**src/rtl/mem_port_arbiter_if.sv**
```systemverilog
// Pipeline-to-memory bundle shared by the IF/MEM requesters and the memory port.
// slave = arbiter view, master = pipeline plus memory model view.
interface mem_port_arbiter_if #(
  parameter int ADDR_WIDTH = 32,
  parameter int DATA_WIDTH = 64
);
  logic                  if_req;
  logic [ADDR_WIDTH-1:0] if_addr;
  logic                  if_gnt;
  logic                  if_rvalid;
  logic [31:0]           if_rdata;

  logic                  dm_req;
  logic                  dm_we;
  logic [ADDR_WIDTH-1:0] dm_addr;
  logic [DATA_WIDTH-1:0] dm_wdata;
  logic [2:0]            dm_width;
  logic                  dm_gnt;
  logic                  dm_rvalid;
  logic [DATA_WIDTH-1:0] dm_rdata;

  logic                  mem_req;
  logic                  mem_we;
  logic [ADDR_WIDTH-1:0] mem_addr;
  logic [DATA_WIDTH-1:0] mem_wdata;
  logic [2:0]            mem_width;
  logic                  mem_ack;
  logic                  mem_rvalid;
  logic [DATA_WIDTH-1:0] mem_rdata;

  logic                  if_stall;
  logic                  mem_stall;

  modport slave (
    input  if_req, if_addr,
    input  dm_req, dm_we, dm_addr, dm_wdata, dm_width,
    input  mem_ack, mem_rvalid, mem_rdata,
    output if_gnt, if_rvalid, if_rdata,
    output dm_gnt, dm_rvalid, dm_rdata,
    output mem_req, mem_we, mem_addr, mem_wdata, mem_width,
    output if_stall, mem_stall
  );

  modport master (
    output if_req, if_addr,
    output dm_req, dm_we, dm_addr, dm_wdata, dm_width,
    output mem_ack, mem_rvalid, mem_rdata,
    input  if_gnt, if_rvalid, if_rdata,
    input  dm_gnt, dm_rvalid, dm_rdata,
    input  mem_req, mem_we, mem_addr, mem_wdata, mem_width,
    input  if_stall, mem_stall
  );
endinterface

```
**src/rtl/mem_port_arbiter.sv**
```systemverilog
// Purpose: arbitrates IF fetch vs MEM load/store onto one memory port, one transaction in flight; ARB_STARVE_GUARD_EN adds fetch anti-starvation.
// Latency: gnt in IDLE cycle N, mem_req from N+1, rvalid passes mem_rvalid through combinationally (N+1 earliest).
// Backpressure: requests wait (stall high) until IDLE grants them; mem_req holds until mem_ack.
module mem_port_arbiter #(
  parameter int ADDR_WIDTH = 32,
  parameter int DATA_WIDTH = 64,
  parameter int STARVE_MAX = 4
) (
  input logic               clk,
  input logic               rst,
  mem_port_arbiter_if.slave bus
);

  typedef enum logic [1:0] {ST_IDLE, ST_ISSUE, ST_WAIT} state_e;
  typedef enum logic [1:0] {OWN_NONE, OWN_IF, OWN_DM} owner_e;

  typedef struct packed {
    logic                  we;
    logic [ADDR_WIDTH-1:0] addr;
    logic [DATA_WIDTH-1:0] wdata;
    logic [2:0]            width;
  } txn_t;

  state_e state_q, state_d;
  owner_e owner_q, owner_d;
  txn_t   txn_q, txn_d;

  logic grant_if;
  logic grant_dm;
  logic complete;
  logic issue;
  logic fetch_priority;

`ifdef ARB_STARVE_GUARD_EN
  localparam int unsigned CntW = $clog2(STARVE_MAX + 1);

  logic [CntW-1:0] starve_cnt_q, starve_cnt_d;

  assign fetch_priority = bus.if_req && (starve_cnt_q == CntW'(STARVE_MAX));

  // Only dm grants that actually bypassed a waiting fetch count towards starvation.
  always_comb begin
    starve_cnt_d = starve_cnt_q;
    if (grant_if) begin
      starve_cnt_d = '0;
    end else if (grant_dm) begin
      if (!bus.if_req) begin
        starve_cnt_d = '0;
      end else if (starve_cnt_q != CntW'(STARVE_MAX)) begin
        starve_cnt_d = starve_cnt_q + 1'b1;
      end
    end
  end

  always_ff @(posedge clk or posedge rst) begin
    if (rst) begin
      starve_cnt_q <= '0;
    end else begin
      starve_cnt_q <= starve_cnt_d;
    end
  end
`else
  assign fetch_priority = 1'b0;
`endif

  always_comb begin
    state_d  = state_q;
    owner_d  = owner_q;
    txn_d    = txn_q;
    grant_if = 1'b0;
    grant_dm = 1'b0;
    complete = 1'b0;
    issue    = 1'b0;
    case (state_q)
      ST_IDLE: begin
        if (!rst) begin
          if (bus.dm_req && !fetch_priority) begin
            grant_dm    = 1'b1;
            txn_d.we    = bus.dm_we;
            txn_d.addr  = bus.dm_addr;
            txn_d.wdata = bus.dm_wdata;
            txn_d.width = bus.dm_width;
            owner_d     = OWN_DM;
            state_d     = ST_ISSUE;
          end else if (bus.if_req) begin
            grant_if    = 1'b1;
            txn_d.we    = 1'b0;
            txn_d.addr  = bus.if_addr;
            txn_d.wdata = '0;
            txn_d.width = 3'b010;
            owner_d     = OWN_IF;
            state_d     = ST_ISSUE;
          end
        end
      end
      ST_ISSUE: begin
        issue = 1'b1;
        if (bus.mem_ack) begin
          if (bus.mem_rvalid) begin
            complete = 1'b1;
            owner_d  = OWN_NONE;
            state_d  = ST_IDLE;
          end else begin
            state_d = ST_WAIT;
          end
        end
      end
      ST_WAIT: begin
        if (bus.mem_rvalid) begin
          complete = 1'b1;
          owner_d  = OWN_NONE;
          state_d  = ST_IDLE;
        end
      end
      default: begin
        owner_d = OWN_NONE;
        state_d = ST_IDLE;
      end
    endcase
  end

  always_ff @(posedge clk or posedge rst) begin
    if (rst) begin
      state_q <= ST_IDLE;
      owner_q <= OWN_NONE;
      txn_q   <= '0;
    end else begin
      state_q <= state_d;
      owner_q <= owner_d;
      txn_q   <= txn_d;
    end
  end

  assign bus.if_gnt    = grant_if;
  assign bus.dm_gnt    = grant_dm;

  assign bus.mem_req   = issue;
  assign bus.mem_we    = txn_q.we;
  assign bus.mem_addr  = txn_q.addr;
  assign bus.mem_wdata = txn_q.wdata;
  assign bus.mem_width = txn_q.width;

  // Completion is routed only to the requester that owns the transaction.
  assign bus.if_rvalid = complete && (owner_q == OWN_IF);
  assign bus.dm_rvalid = complete && (owner_q == OWN_DM);
  assign bus.if_rdata  = bus.if_rvalid ? bus.mem_rdata[31:0] : 32'd0;
  assign bus.dm_rdata  = bus.dm_rvalid ? bus.mem_rdata : '0;

  assign bus.if_stall  = bus.if_req && !bus.if_rvalid;
  assign bus.mem_stall = bus.dm_req && !bus.dm_rvalid;

  cfg_starve_max_a: assert property (@(posedge clk) STARVE_MAX > 0);
  one_rvalid_a: assert property (@(posedge clk) disable iff (rst) !(bus.if_rvalid && bus.dm_rvalid));

endmodule

```
**src/flat_wrapper.sv**
```systemverilog
// flat-port wrapper written by rule: the top's interface ports become plain ports
module mem_port_arbiter_flat 
#(
  parameter int ADDR_WIDTH = 32,
  parameter int DATA_WIDTH = 64,
  parameter int STARVE_MAX = 4
)
  (clk, rst, bus_if_req, bus_if_addr, bus_dm_req, bus_dm_we, bus_dm_addr, bus_dm_wdata, bus_dm_width, bus_mem_ack, bus_mem_rvalid, bus_mem_rdata, bus_if_gnt, bus_if_rvalid, bus_if_rdata, bus_dm_gnt, bus_dm_rvalid, bus_dm_rdata, bus_mem_req, bus_mem_we, bus_mem_addr, bus_mem_wdata, bus_mem_width, bus_if_stall, bus_mem_stall);
  mem_port_arbiter_if #(.ADDR_WIDTH(ADDR_WIDTH), .DATA_WIDTH(DATA_WIDTH)) bus_i ();
  input logic clk;
  input logic rst;
  input wire logic [$bits(bus_i.if_req)-1:0] bus_if_req;
  input wire logic [$bits(bus_i.if_addr)-1:0] bus_if_addr;
  input wire logic [$bits(bus_i.dm_req)-1:0] bus_dm_req;
  input wire logic [$bits(bus_i.dm_we)-1:0] bus_dm_we;
  input wire logic [$bits(bus_i.dm_addr)-1:0] bus_dm_addr;
  input wire logic [$bits(bus_i.dm_wdata)-1:0] bus_dm_wdata;
  input wire logic [$bits(bus_i.dm_width)-1:0] bus_dm_width;
  input wire logic [$bits(bus_i.mem_ack)-1:0] bus_mem_ack;
  input wire logic [$bits(bus_i.mem_rvalid)-1:0] bus_mem_rvalid;
  input wire logic [$bits(bus_i.mem_rdata)-1:0] bus_mem_rdata;
  output wire logic [$bits(bus_i.if_gnt)-1:0] bus_if_gnt;
  output wire logic [$bits(bus_i.if_rvalid)-1:0] bus_if_rvalid;
  output wire logic [$bits(bus_i.if_rdata)-1:0] bus_if_rdata;
  output wire logic [$bits(bus_i.dm_gnt)-1:0] bus_dm_gnt;
  output wire logic [$bits(bus_i.dm_rvalid)-1:0] bus_dm_rvalid;
  output wire logic [$bits(bus_i.dm_rdata)-1:0] bus_dm_rdata;
  output wire logic [$bits(bus_i.mem_req)-1:0] bus_mem_req;
  output wire logic [$bits(bus_i.mem_we)-1:0] bus_mem_we;
  output wire logic [$bits(bus_i.mem_addr)-1:0] bus_mem_addr;
  output wire logic [$bits(bus_i.mem_wdata)-1:0] bus_mem_wdata;
  output wire logic [$bits(bus_i.mem_width)-1:0] bus_mem_width;
  output wire logic [$bits(bus_i.if_stall)-1:0] bus_if_stall;
  output wire logic [$bits(bus_i.mem_stall)-1:0] bus_mem_stall;
  assign bus_i.if_req = bus_if_req;
  assign bus_i.if_addr = bus_if_addr;
  assign bus_i.dm_req = bus_dm_req;
  assign bus_i.dm_we = bus_dm_we;
  assign bus_i.dm_addr = bus_dm_addr;
  assign bus_i.dm_wdata = bus_dm_wdata;
  assign bus_i.dm_width = bus_dm_width;
  assign bus_i.mem_ack = bus_mem_ack;
  assign bus_i.mem_rvalid = bus_mem_rvalid;
  assign bus_i.mem_rdata = bus_mem_rdata;
  assign bus_if_gnt = bus_i.if_gnt;
  assign bus_if_rvalid = bus_i.if_rvalid;
  assign bus_if_rdata = bus_i.if_rdata;
  assign bus_dm_gnt = bus_i.dm_gnt;
  assign bus_dm_rvalid = bus_i.dm_rvalid;
  assign bus_dm_rdata = bus_i.dm_rdata;
  assign bus_mem_req = bus_i.mem_req;
  assign bus_mem_we = bus_i.mem_we;
  assign bus_mem_addr = bus_i.mem_addr;
  assign bus_mem_wdata = bus_i.mem_wdata;
  assign bus_mem_width = bus_i.mem_width;
  assign bus_if_stall = bus_i.if_stall;
  assign bus_mem_stall = bus_i.mem_stall;
  mem_port_arbiter #(.ADDR_WIDTH(ADDR_WIDTH), .DATA_WIDTH(DATA_WIDTH), .STARVE_MAX(STARVE_MAX)) u_core (.clk(clk), .rst(rst), .bus(bus_i));
endmodule
```
**config.mk**
```make
export PLATFORM = sky130hd
export DESIGN_NAME = mem_port_arbiter_flat
export DESIGN_NICKNAME = d
export VERILOG_FILES = /design/src/rtl/mem_port_arbiter_if.sv /design/src/rtl/mem_port_arbiter.sv /design/src/flat_wrapper.sv
export SDC_FILE = /design/constraint.sdc
export NUM_CORES = 1
export LEC_CHECK = 0
export ABC_AREA = 1
export CORE_AREA = 5 5 155 157
export CTS_BUF_LIST = sky130_fd_sc_hd__clkbuf_4 sky130_fd_sc_hd__clkbuf_8
export DETAILED_ROUTE_END_ITERATION = 10
export DIE_AREA = 0 0 160 162
export GPL_TIMING_DRIVEN = 0
export PLACE_DENSITY = 0.65
export SYNTH_ARGS = -nofsm -noshare
export SYNTH_HDL_FRONTEND = slang
export SYNTH_SLANG_ARGS = --single-unit
```
**constraint.sdc**
```tcl
create_clock -name clk -period 4.8 [get_ports clk]
set_input_delay 0.96 -clock clk [delete_from_list [all_inputs] [get_ports clk]]
set_output_delay 0.96 -clock clk [all_outputs]
set_load 0.05 [all_outputs]
```
==> results.yml, run 1 <==
run_status:
  run_status: "finished, final reports clean"
setup_path:
  reg2reg_to: "u_core.bus.mem_addr[2]"
  regToRegStartpoint: "u_core.state_q[1]"
  required_worst_endpoint_ns: 3.84
  path_max_fanout: 10
  crit_arrival_ns: 3.42
  reg2reg_slack_ns: 2.88
  r2r_depth: 9
  critical_path_class: "input port to output pin"
  worstSetupEndpointType: "output pin"
  setup.worst_path.start_class: "input port"
routing:
  wl_per_cell_um: 16.6
  avgViaCountPerCell: 4.21
  count_of_vias_placed_by_the_detailed_router: 6216
  detail_route.first_pass.iterations: 4
  totalWireLength_mm: 24.5
  drt_iter0_drc: 344
  ant_nets: 0
  detail_route.drc_violations: 0
floorplan:
  core_um2: 22400
  dieArea_um2: 25900
  num_io_pins: 405
  fp.dieW_um: 160
  floorplan.die.height_um: 162
  rows: 55
  starting_density_of_the_core_pct: 24.4
pwr:
  leakage_nw: 4.83
  vdd_drop_max_v: 0.000321
  fin_total_pwr_mw: 5.82
  pwr_density_cell_nw_per_um2: 577
logic_synthesis:
  cells_after_synth: 765
  synth.net_count: 970
  synth_area_per_cell_um2: 7.12
  postSynthRegisterBits: 104
  synth_sequential_area_ratio_pct: 47.8
  yosys.area.top_type: "dfrtp_1"
  ys_top_cells_by_area: "dfrtp_1 (48%), nand2_1 (23%), nor2_1 (7.2%)"
  yosys_warnings: 0
  synth.cell_area_um2: 5450
  yosys.area.top_type_share_pct: 47.8
  ys_types: 18
clock_network:
  cts_num_sinks: 104
  cts_inserted_buffers: 9
  hold_buffer_count_at_cts: 0
  number_of_h_tree_levels: 3
  cts.reportedPaths.clkPinSlew_ns: 0.10
  clock_path_buffers: 2
  cts.repair.resized: 0
  clock_latency_ns: 0.38
  clock_tree_from_tritoncts: "built"
  cts-root-buf: "clkbuf_8"
  post_cts_buffers: 0
layout:
  post-route-cell-area_um2: 10100
  highest_count_cells_in_the_layout_ignoring_fill_and_taps: "clkdlybuf4s50_1 (404), nand2_1 (340), nor2_1 (105)"
  filler_cells_inserted: 2256
  layout-drive-gt1-share_pct: 6.49
  area_growth_pct: 85.1
  fin_nets: 1386
  most_frequent_standard_cell_in_the_layout_excluding_fill_and_tap_cells: "clkdlybuf4s50_1"
sta:
  worst_case_headroom_to_the_max_slew_limit_pct: 51.4
  worstMarginPinSlew_ns: 0.729
  grt_setup_unrepaired: "no"
  timing.clock.skew_ns: 0.00893
  final_period_utilization_pct: 91.3
  timing_hold_violations_final: 0
  drv_slew: 0
  setup_viol: 0
  totalNegativeSetupSlack_ns: 0
  fmax_mhz: 228
  finalCriticalPeriod_ns: 4.38
hold_path:
  worstHoldPathCells: 2
  hold_path.class: "flip-flop to flip-flop"
  min_to: "u_core.bus.mem_addr[18]"
  hold_path.startpoint: "u_core.bus.mem_addr[18]"
grt:
  antenna_found_initial: 8
  groute.usage.overall_pct: 18.0
  grt_max_degree: 55
  grt_pass1_wl_mm: 36.2
  grt_remaining_overflow: 0
  first_global_vias: 6244
place:
  place_hpwl_mm: 20.6
  gp_congestion: 0.826
  dpl-instance-area_um2: 9880
  port-buffer-count: 404
job:
  cap_violations: 0
==> synth_stat cells <==
cell type	n
a21oi_1	1
o21ai_0	10
inv_1	83
buf_1	1
buf_2	14
o21ai_2	30
dfrtp_1	104
o21ai_1	31
buf_6	12
inv_2	1
clkbuf_1	18
nor2_1	105
nor2_2	1
ha_1	3
o21bai_1	4
nand2_1	340
nand3_1	6
nand2_2	1
==> metal layers <==
metal	share of wire [%]	GRT usage, %	wire (um)
met4	1.5	5.40	365
met2	56	35.8	13700
met1	34	17.6	8440
met3	7.9	5.91	1940
met5	0.23	0	57
==> critical path, cell delays in order <==
cell and delay (ns):
clkdlybuf4s50_1 0.71, buf_2 0.39, buf_1 0.39, nand2_1 0.10, inv_1 0.06, clkdlybuf4s50_1 0.81
==> sequential cells by signal (all words and copies together), names as in the netlist <==
| register | cells |
|---|---|
| u_core.bus.mem_wdata | 64 |
| u_core.bus.mem_width | 3 |
| u_core.bus.mem_we | 1 |
| u_core.bus.mem_addr | 32 |
| u_core.state_q | 2 |
| u_core.owner_q | 2 |
==> report_power, final <==
| part | total [mW] | switching, mW | internal (mW) |
|---|---|---|---|
| registers | 1.53 | 0.232 | 1.30 |
| logic | 3.73 | 2.50 | 1.23 |
| clock network | 0.560 | 0.354 | 0.207 |
| total | 5.82 | 3.08 | 2.74 |
==> logic make-up (layout without fill, tap and decap cells) <==
family,Yosys count,count (layout),synth area share (%)
buf+inv,129,550,10.9
flops,104,104,47.8
fa+ha+maj,3,3,0.689
compound gates,76,76,9.23
other cells,0,4,0
simple gates,453,453,31.4
==> layout make-up <==
cell class	count	area, um2	area share [%]
multi-input combinational	532	2250	22.3
clock inverter	7	72.6	0.720
sequential	104	2600	25.8
timing repair buffer	405	4070	40.4
tap	285	357	3.54
clock buffer	9	124	1.23
antenna	4	10.0	0.0993
inverter	84	318	3.15
buffer	45	277	2.74
==> worst max path at each step <==
| stage | from | to | slack (ns) | cells past startpoint |
|---|---|---|---|---|
| 2_1_floorplan | rst | u_core.bus.mem_wdata[38] | 0.65 | 6 |
| 3_3_place_gp | rst | u_core.bus.mem_addr[5] | -1.36 | 7 |
| 3_5_place_dp | bus_dm_req | bus_mem_stall | 0.40 | 6 |
| 4_1_cts | bus_dm_req | bus_mem_stall | 0.40 | 6 |
| 5_1_grt | bus_dm_req | bus_mem_stall | 0.31 | 6 |
| 6_report | bus_dm_req | bus_mem_stall | 0.42 | 6 |
==> stage by stage <==
stage,cells,setup WS (ns),hold WS (ns),util (%)
after global routing,1475,0.308,0.513,45.1
final,1475,0.418,0.489,45.1
after global placement,1454,-1.36,0.462,44.0
after floorplan,765,0.647,0.576,-
after CTS,1471,0.405,0.493,45.0
after detailed placement,1455,0.401,0.464,44.2
Note: power is estimated with default switching activity, not from simulation.
==> inputs of run 2 (changes only) <==
--- a/config.mk
+++ b/config.mk
@@ -8,6 +8,7 @@
 export ABC_AREA = 1
 export CORE_AREA = 5 5 155 157
 export CTS_BUF_LIST = sky130_fd_sc_hd__clkbuf_4 sky130_fd_sc_hd__clkbuf_8
+export CTS_CLUSTER_DIAMETER = 60
 export DETAILED_ROUTE_END_ITERATION = 10
 export DIE_AREA = 0 0 160 162
 export GPL_TIMING_DRIVEN = 0
==> constraint.sdc (replaced) <==
create_clock -name clk -period 4.8 [get_ports clk]
set_input_delay 0.96 -clock clk [delete_from_list [all_inputs] [get_ports clk]]
set_output_delay 0.96 -clock clk [all_outputs]
set_load 0.02 [all_outputs]
==> results of run 2 <==
The final DEF is identical to that of run 1. Status: finished, final reports clean.
Among the figures that moved: setup slack after placement 0.401 ns -> 0.600 ns; setup slack after layout 0.418 ns -> 0.617 ns; total power 5.82 mW -> 4.78 mW; worst IR drop on VDD 0.000321 V -> 0.000233 V
==> inputs of run 3 (changes only) <==
--- a/config.mk
+++ b/config.mk
@@ -6,13 +6,15 @@
 export NUM_CORES = 1
 export LEC_CHECK = 0
 export ABC_AREA = 1
-export CORE_AREA = 5 5 155 157
+export CORE_AREA = 5 5 153 155
 export CTS_BUF_LIST = sky130_fd_sc_hd__clkbuf_4 sky130_fd_sc_hd__clkbuf_8
 export CTS_CLUSTER_DIAMETER = 60
 export DETAILED_ROUTE_END_ITERATION = 10
-export DIE_AREA = 0 0 160 162
+export DIE_AREA = 0 0 158 160
+export GPL_ROUTABILITY_DRIVEN = 0
 export GPL_TIMING_DRIVEN = 0
-export PLACE_DENSITY = 0.65
+export PLACE_DENSITY = 0.69
+export SLEW_MARGIN = 20
 export SYNTH_ARGS = -nofsm -noshare
 export SYNTH_HDL_FRONTEND = slang
 export SYNTH_SLANG_ARGS = --single-unit
==> constraint.sdc (replaced) <==
create_clock -name clk -period 3.73 [get_ports clk]
set_input_delay 0.746 -clock clk [delete_from_list [all_inputs] [get_ports clk]]
set_output_delay 0.746 -clock clk [all_outputs]
set_load 0.02 [all_outputs]
==> run 3 against run 2 <==
Against the previous run: non-clock buffer count rose by 2; largest power group unchanged; flip-flop and latch count did not move; register-to-register slack got worse by 1.0 ns; setup slack got worse by 0.47 ns; cell count fell by 0.34%; sequential share of layout area fell by 0.24 points; highest routed layer unchanged; largest cell class unchanged.
==> results.yml, run 3 (synthesis results as in run 1) <==
sta:
  timing.clock.skew_ns: 0.0218
  timing_hold_violations_final: 0
  totalNegativeSetupSlack_ns: 0
  fmax_mhz: 279
  worstMarginPinSlew_ns: 0.511
  finalCriticalPeriod_ns: 3.58
  final_period_utilization_pct: 96.0
  worst_case_headroom_to_the_max_slew_limit_pct: 65.9
  grt_setup_unrepaired: "no"
  drv_slew: 0
  setup_viol: 0
routing:
  totalWireLength_mm: 23.9
  met2_wire_length_mm: 12.3
  avgViaCountPerCell: 4.17
  ant_nets: 0
  detailroute.wirelength.met3_mm: 2.20
  route.layer.met1.wl_mm: 8.40
  wl_per_cell_um: 16.2
  count_of_vias_placed_by_the_detailed_router: 6123
  drt_iter0_drc: 305
  detail_route.drc_violations: 0
  detail_route.first_pass.iterations: 4
  top_signal_layer_used: "met5"
grt:
  groute.usage.overall_pct: 18.2
  grt_remaining_overflow: 0
  antenna_found_initial: 6
  grt_max_degree: 32
  grt_pass1_wl_mm: 35.4
  first_global_vias: 6158
hold_path:
  hold_path.class: "flip-flop to flip-flop"
  hold_path.startpoint: "u_core.bus.mem_addr[30]"
clock_network:
  cts_inserted_buffers: 9
  clock_latency_ns: 0.40
  hold_buffer_count_at_cts: 0
  post_cts_buffers: 0
  number_of_h_tree_levels: 3
  cts_num_sinks: 104
  cts-root-buf: "clkbuf_8"
  clock_tree_from_tritoncts: "built"
  clock_path_buffers: 2
  cts.reportedPaths.clkPinSlew_ns: 0.11
pwr:
  internal_power_mw: 3.60
  fin_total_pwr_mw: 6.22
  vdd_drop_max_v: 0.000284
  net-switching-power_mw: 2.62
  switching_share_pct: 42.1
  pwr_density_cell_nw_per_um2: 611
  power_frac_comb_pct: 55.7
  leakage_nw: 5.16
  seqPwrFrac_pct: 31.7
  clkPwrFrac_pct: 12.6
setup_path:
  required_worst_endpoint_ns: 2.98
  crit_arrival_ns: 2.83
  path_max_fanout: 10
  critical_path_class: "input port to output pin"
  crit_path_start: "bus_dm_req"
  worstSetupEndpointType: "output pin"
  regToRegStartpoint: "u_core.state_q[0]"
  setup.worst_path.start_class: "input port"
layout:
  post-route-cell-area_um2: 10200
  area_growth_pct: 86.9
  fin_nets: 1388
  largest_reg_flops: 64
  final_core_util_pct: 46.9
  most_frequent_standard_cell_in_the_layout_excluding_fill_and_tap_cells: "clkdlybuf4s50_1"
  layout-drive-gt1-share_pct: 7.15
  finalNonFillerCells: 1470
  highest_count_cells_in_the_layout_ignoring_fill_and_taps: "clkdlybuf4s50_1 (388), nand2_1 (340), nor2_1 (105)"
place:
  place_hpwl_mm: 19.9
  placed_cell_count: 1452
  dpl-instance-area_um2: 9910
  port-buffer-count: 404
floorplan:
  floorplan.die.height_um: 160
  num_io_pins: 405
  rows: 54
  dieArea_um2: 25300
  starting_density_of_the_core_pct: 25.1
  core_um2: 21700
  fp.dieW_um: 158
job:
  cap_violations: 0
run_status:
  run_status: "finished, final reports clean"
run 3: final timing paths:
| kind | endpoint | slack (ns) | depth (start not counted) |
|---|---|---|---|
| max in group asynchronous | u_core.bus.mem_addr[9] | 2.16 | 4 |
| worst min register to register | u_core.bus.mem_addr[30] | 0.49 | 2 |
| worst max register to register | u_core.bus.mem_addr[22] | 1.86 | 9 |
| min in group asynchronous | u_core.bus.mem_wdata[26] | 0.81 | 2 |
| worst max-delay path | bus_mem_stall | 0.15 | 6 |
| worst min-delay path | u_core.bus.mem_addr[30] | 0.49 | 2 |
run 3: power by group through the flow:
| stage | clock network (mW) | logic, mW | registers, mW |
|---|---|---|---|
| 3_3_place_gp | 0 | 3.48 | 1.97 |
| 5_1_grt | 0.853 | 3.73 | 2.04 |
| 2_1_floorplan | 0 | 1.05 | 2.64 |
| 4_1_cts | 0.812 | 3.52 | 1.97 |
| 3_5_place_dp | 0 | 3.51 | 1.98 |
| 6_report | 0.782 | 3.46 | 1.97 |
run 3: final cells by class:
type | count | area (um2)
clock buffers | 9 | 124
inverters | 84 | 319
fillers | 2214 | 11500
flip-flops and latches | 104 | 2600
plain buffers | 45 | 284
repair buffers | 407 | 4140
diodes | 2 | 5.00
well taps | 280 | 350
multi-input cells | 532 | 2260
clock inverters | 7 | 88.8
run 3: worst max-delay path, stage by stage:
cell and delay, ns:
clkdlybuf4s50_1 0.77, buf_4 0.32, buf_2 0.26, nand2_1 0.07
inv_1 0.05, clkdlybuf4s50_1 0.60
run 3: layer usage:
layer / global-route usage, % / vias to the layer above
met4: 7.83 / 6
li1: - / 3108
met2: 33.3 / 245
met5: 0 / -
met1: 18.9 / 2713
met3: 5.49 / 51
run 3: timing repair:
item,4_1_cts,5_1_grt
cloned,0,0
gates resized for setup,2,24
endpoints found under the setup margin,1,27
run 3: per-stage QoR:
| step | hold WS, ns | setup WS, ns |
|---|---|---|
| after floorplan | 0.576 | 0.500 |
| after global placement | 0.462 | -1.34 |
| after detailed placement | 0.464 | -0.209 |
| after CTS | 0.491 | 0.0626 |
| after global routing | 0.511 | 0.0622 |
| final | 0.488 | 0.150 |
==> RTL edit: new RTL, flow settings as in run 3 <==
Add a define of `ARB_STARVE_GUARD_EN`.
--- a/src/rtl/mem_port_arbiter.sv
+++ b/src/rtl/mem_port_arbiter.sv
@@ -1,6 +1,8 @@
 // Purpose: arbitrates IF fetch vs MEM load/store onto one memory port, one transaction in flight; ARB_STARVE_GUARD_EN adds fetch anti-starvation.
 // Latency: gnt in IDLE cycle N, mem_req from N+1, rvalid passes mem_rvalid through combinationally (N+1 earliest).
 // Backpressure: requests wait (stall high) until IDLE grants them; mem_req holds until mem_ack.
+`define ARB_STARVE_GUARD_EN
+
 module mem_port_arbiter #(
   parameter int ADDR_WIDTH = 32,
   parameter int DATA_WIDTH = 64,
Check against the original RTL: same outputs for any inputs over 4 cycles, from zero or initial values and one cycle with rst high; that may be too few to reach the edited logic, so the function may still have changed.
==> RTL edit against run 3 <==
  * Routed wire length up 5.4%
  * Sequential cell count up 3
  * Clock skew down 0.0031 ns
  * Total power down 5.0%
  * Via count up 3.5%
  * Synthesized area up 1.4%
  * Worst setup slack worse by 0.048 ns
  * Largest cell class unchanged
  * Final area up 0.76%
==> RTL edit: results (changes against run 3) <==
Status
  – Outcome: complete, no violations

Logic synthesis
  – Sequential area share after synthesis: 48.47% (+0.70 points)
  – Cell variety after synth: 20 (+2)
  – Leading area contributor after synthesis: dfrtp_1
  – Compound-Gate Fraction of Synth Area: 0.7475% (-8.5 points)
  – Syn. warnings: 0 (unchanged)
  – XOR/XNOR share of the synthesized area: 0.1586% (+0.16 points)
  – Synthesized Nets: 993 (+2.4%)
  – Share of flip-flops with an asynchronous set or reset: 100.0% (unchanged)
  – Area contributors post-synth: dfrtp_1, nand2_1, inv_1
  – Post-Synth Adder-Cell Area: 1.359% (+0.67 points)
  – Multiplexer share of the synthesized area: 0% (unchanged)
  – Syn avg cell area: 7.037 um2 (-1.2%)
  – Synth top cells by count: nand2_1, inv_1, dfrtp_1, nor2_1, nand3_1

Drt
  – Routed via count: 6338 (+3.5%)
  – First drt pass iteration count: 6 (+2)
  – Average wire per standard cell: 16.90 um (+4.1%)
  – First-iteration detailed-routing DRC count: 380 (+25%)

Global route
  – Largest net degree at the start of global routing: 33 (+3.1%)
  – Initial antenna violation count: 5 (-1)
  – Total global-route track usage: 19.03% (+0.86 points)
  – First-pass GRT wire length: 36.85 mm (+4.2%)

Worst setup path
  – Crit path max-delay cell type: clkdlybuf4s50_1
  – Critical path arrival: 2.88 ns (+0.05 ns)
  – Crit-path max cell delay: 0.61 ns (-0.16 ns)
  – Critical path's top delay family: buffers and inverters
  – CP Max Fanout: 10 (unchanged)
  – CP most frequent cell: clkdlybuf4s50_1

Place
  – Post-DP HPWL: 20.92 mm (+4.9%)
  – Port-buffer cells: 403 (-0.25%)

Clock tree
  – Max Buffers Root-to-Sink: 2 (unchanged)
  – Clock transition at path regs: 0.11 ns (about the same)
  – CTS Buf Count: 9 (unchanged)
  – Root Buffer: clkbuf_8
  – Clk_lat worst skew: 0.39 ns
  – H-Tree Depth: 3 (unchanged)

Layout
  – Max reg flops: 64 (unchanged)
  – NumNets Final: 1411 (+1.7%)
  – Fill count: 2132 (-3.7%)
  – Final std cells w/o fill: 1489 (+1.3%)
  – Layout cells sized above 1: 4.801% (-2.4 points)

STA
  – Clock Skews: 0.01871 ns (-0.003120 ns)
  – Slew headroom: 65.56% (-0.35 points)

Hold path
  – Hold WC Path Type: flop to flop

Power and ir drop
  – Leak: 5.553 nW (+7.6%)
  – IR Drop Worst-Case VDD: 0.3340 mV (+17%)
RTL edit: cell types whose count changed in the layout (fill, tap and decap cells not counted), moves of 7 or more:
cell / before / now
clkdlybuf4s50_1: 388 / 378
buf_2: 14 / 21
o21ai_2: 31 / 0
inv_1: 82 / 114
buf_6: 12 / 1
o21ai_0: 10 / 3
o21ai_1: 30 / 0
nand3b_1: 0 / 32
nand2_1: 340 / 326
nand3_1: 5 / 36
dlymetal6s2s_1: 16 / 24
RTL edit: metal layers:
layer	vias to the layer above	wire length, um	track usage [%]
met5	-	34	0
met4	6	400	5.273
met3	34	1792	3.951
met2	238	13800	36.82
met1	2925	9143	20.53
li1	3135	-	-
RTL edit: tightest hold or removal path, delay by kind of cell (launching register included):
kind          cells  cell delay [ns]
simple gates      2             0.09
flops             1             0.36
RTL edit: logic make-up (layout without fill, tap and decap cells):
logic type,after synthesis,count (layout)
AO/OA/AOI/OAI,6,6
XOR/XNOR,1,1
AND/OR/NAND/NOR,506,506
flip-flops,107,107
adder cells (fa/ha/maj),6,6
buffers and inverters,159,582
other,0,1
RTL edit: path summary, 6_finish.rpt:
| path | startpoint | to | slack (ns) | depth (start not counted) |
|---|---|---|---|---|
| max | bus_mem_ack | bus_dm_rdata[62] | 0.10 | 8 |
| min | u_core.bus.mem_width[2] | u_core.bus.mem_width[2] | 0.48 | 2 |
| max reg2reg | u_core.state_q[0] | u_core.bus.mem_width[0] | 1.78 | 9 |
| min reg2reg | u_core.bus.mem_width[2] | u_core.bus.mem_width[2] | 0.48 | 2 |
| max in group asynchronous | rst | u_core.bus.mem_wdata[45] | 2.23 | 5 |
| min in group asynchronous | rst | u_core.bus.mem_addr[0] | 0.77 | 3 |
RTL edit: cell type report:
cell class                      count  share of cell area [%]
Clock inverter                      6                  0.5855
Tap cell                          280                   3.415
Multi-Input combinational cell    519                   21.65
Antenna cell                        1                 0.02440
Timing Repair Buffer              407                   40.56
Buffer                             41                   2.025
Inverter                          118                   4.355
Clock buffer                       10                   1.281
Sequential cell                   107                   26.10
RTL edit: through the flow:
stage | instance area (um2) | setup WS, ns
after floorplan | 5538 | -0.03094
after global placement | 9922 | -2.193
after detailed placement | 9982 | -0.2162
after CTS | 10190 | -0.006978
after global routing | 10260 | -0.001379
final | 10260 | 0.1023
RTL edit: power breakdown:
| part | switching, mW | internal (mW) | total [mW] |
|---|---|---|---|
| clock | 0.460 | 0.265 | 0.725 |
| combinational | 1.75 | 1.46 | 3.21 |
| sequential | 0.286 | 1.68 | 1.97 |
RTL edit: repair_timing:
| action | 4_1_cts | 5_1_grt |
|---|---|---|
| cloned | 0 | 0 |
| setup buffers | 1 | 0 |
| gates resized for setup | 3 | 29 |
| setup endpoints to repair | 43 | 55 |
| pin swaps | 0 | 0 |
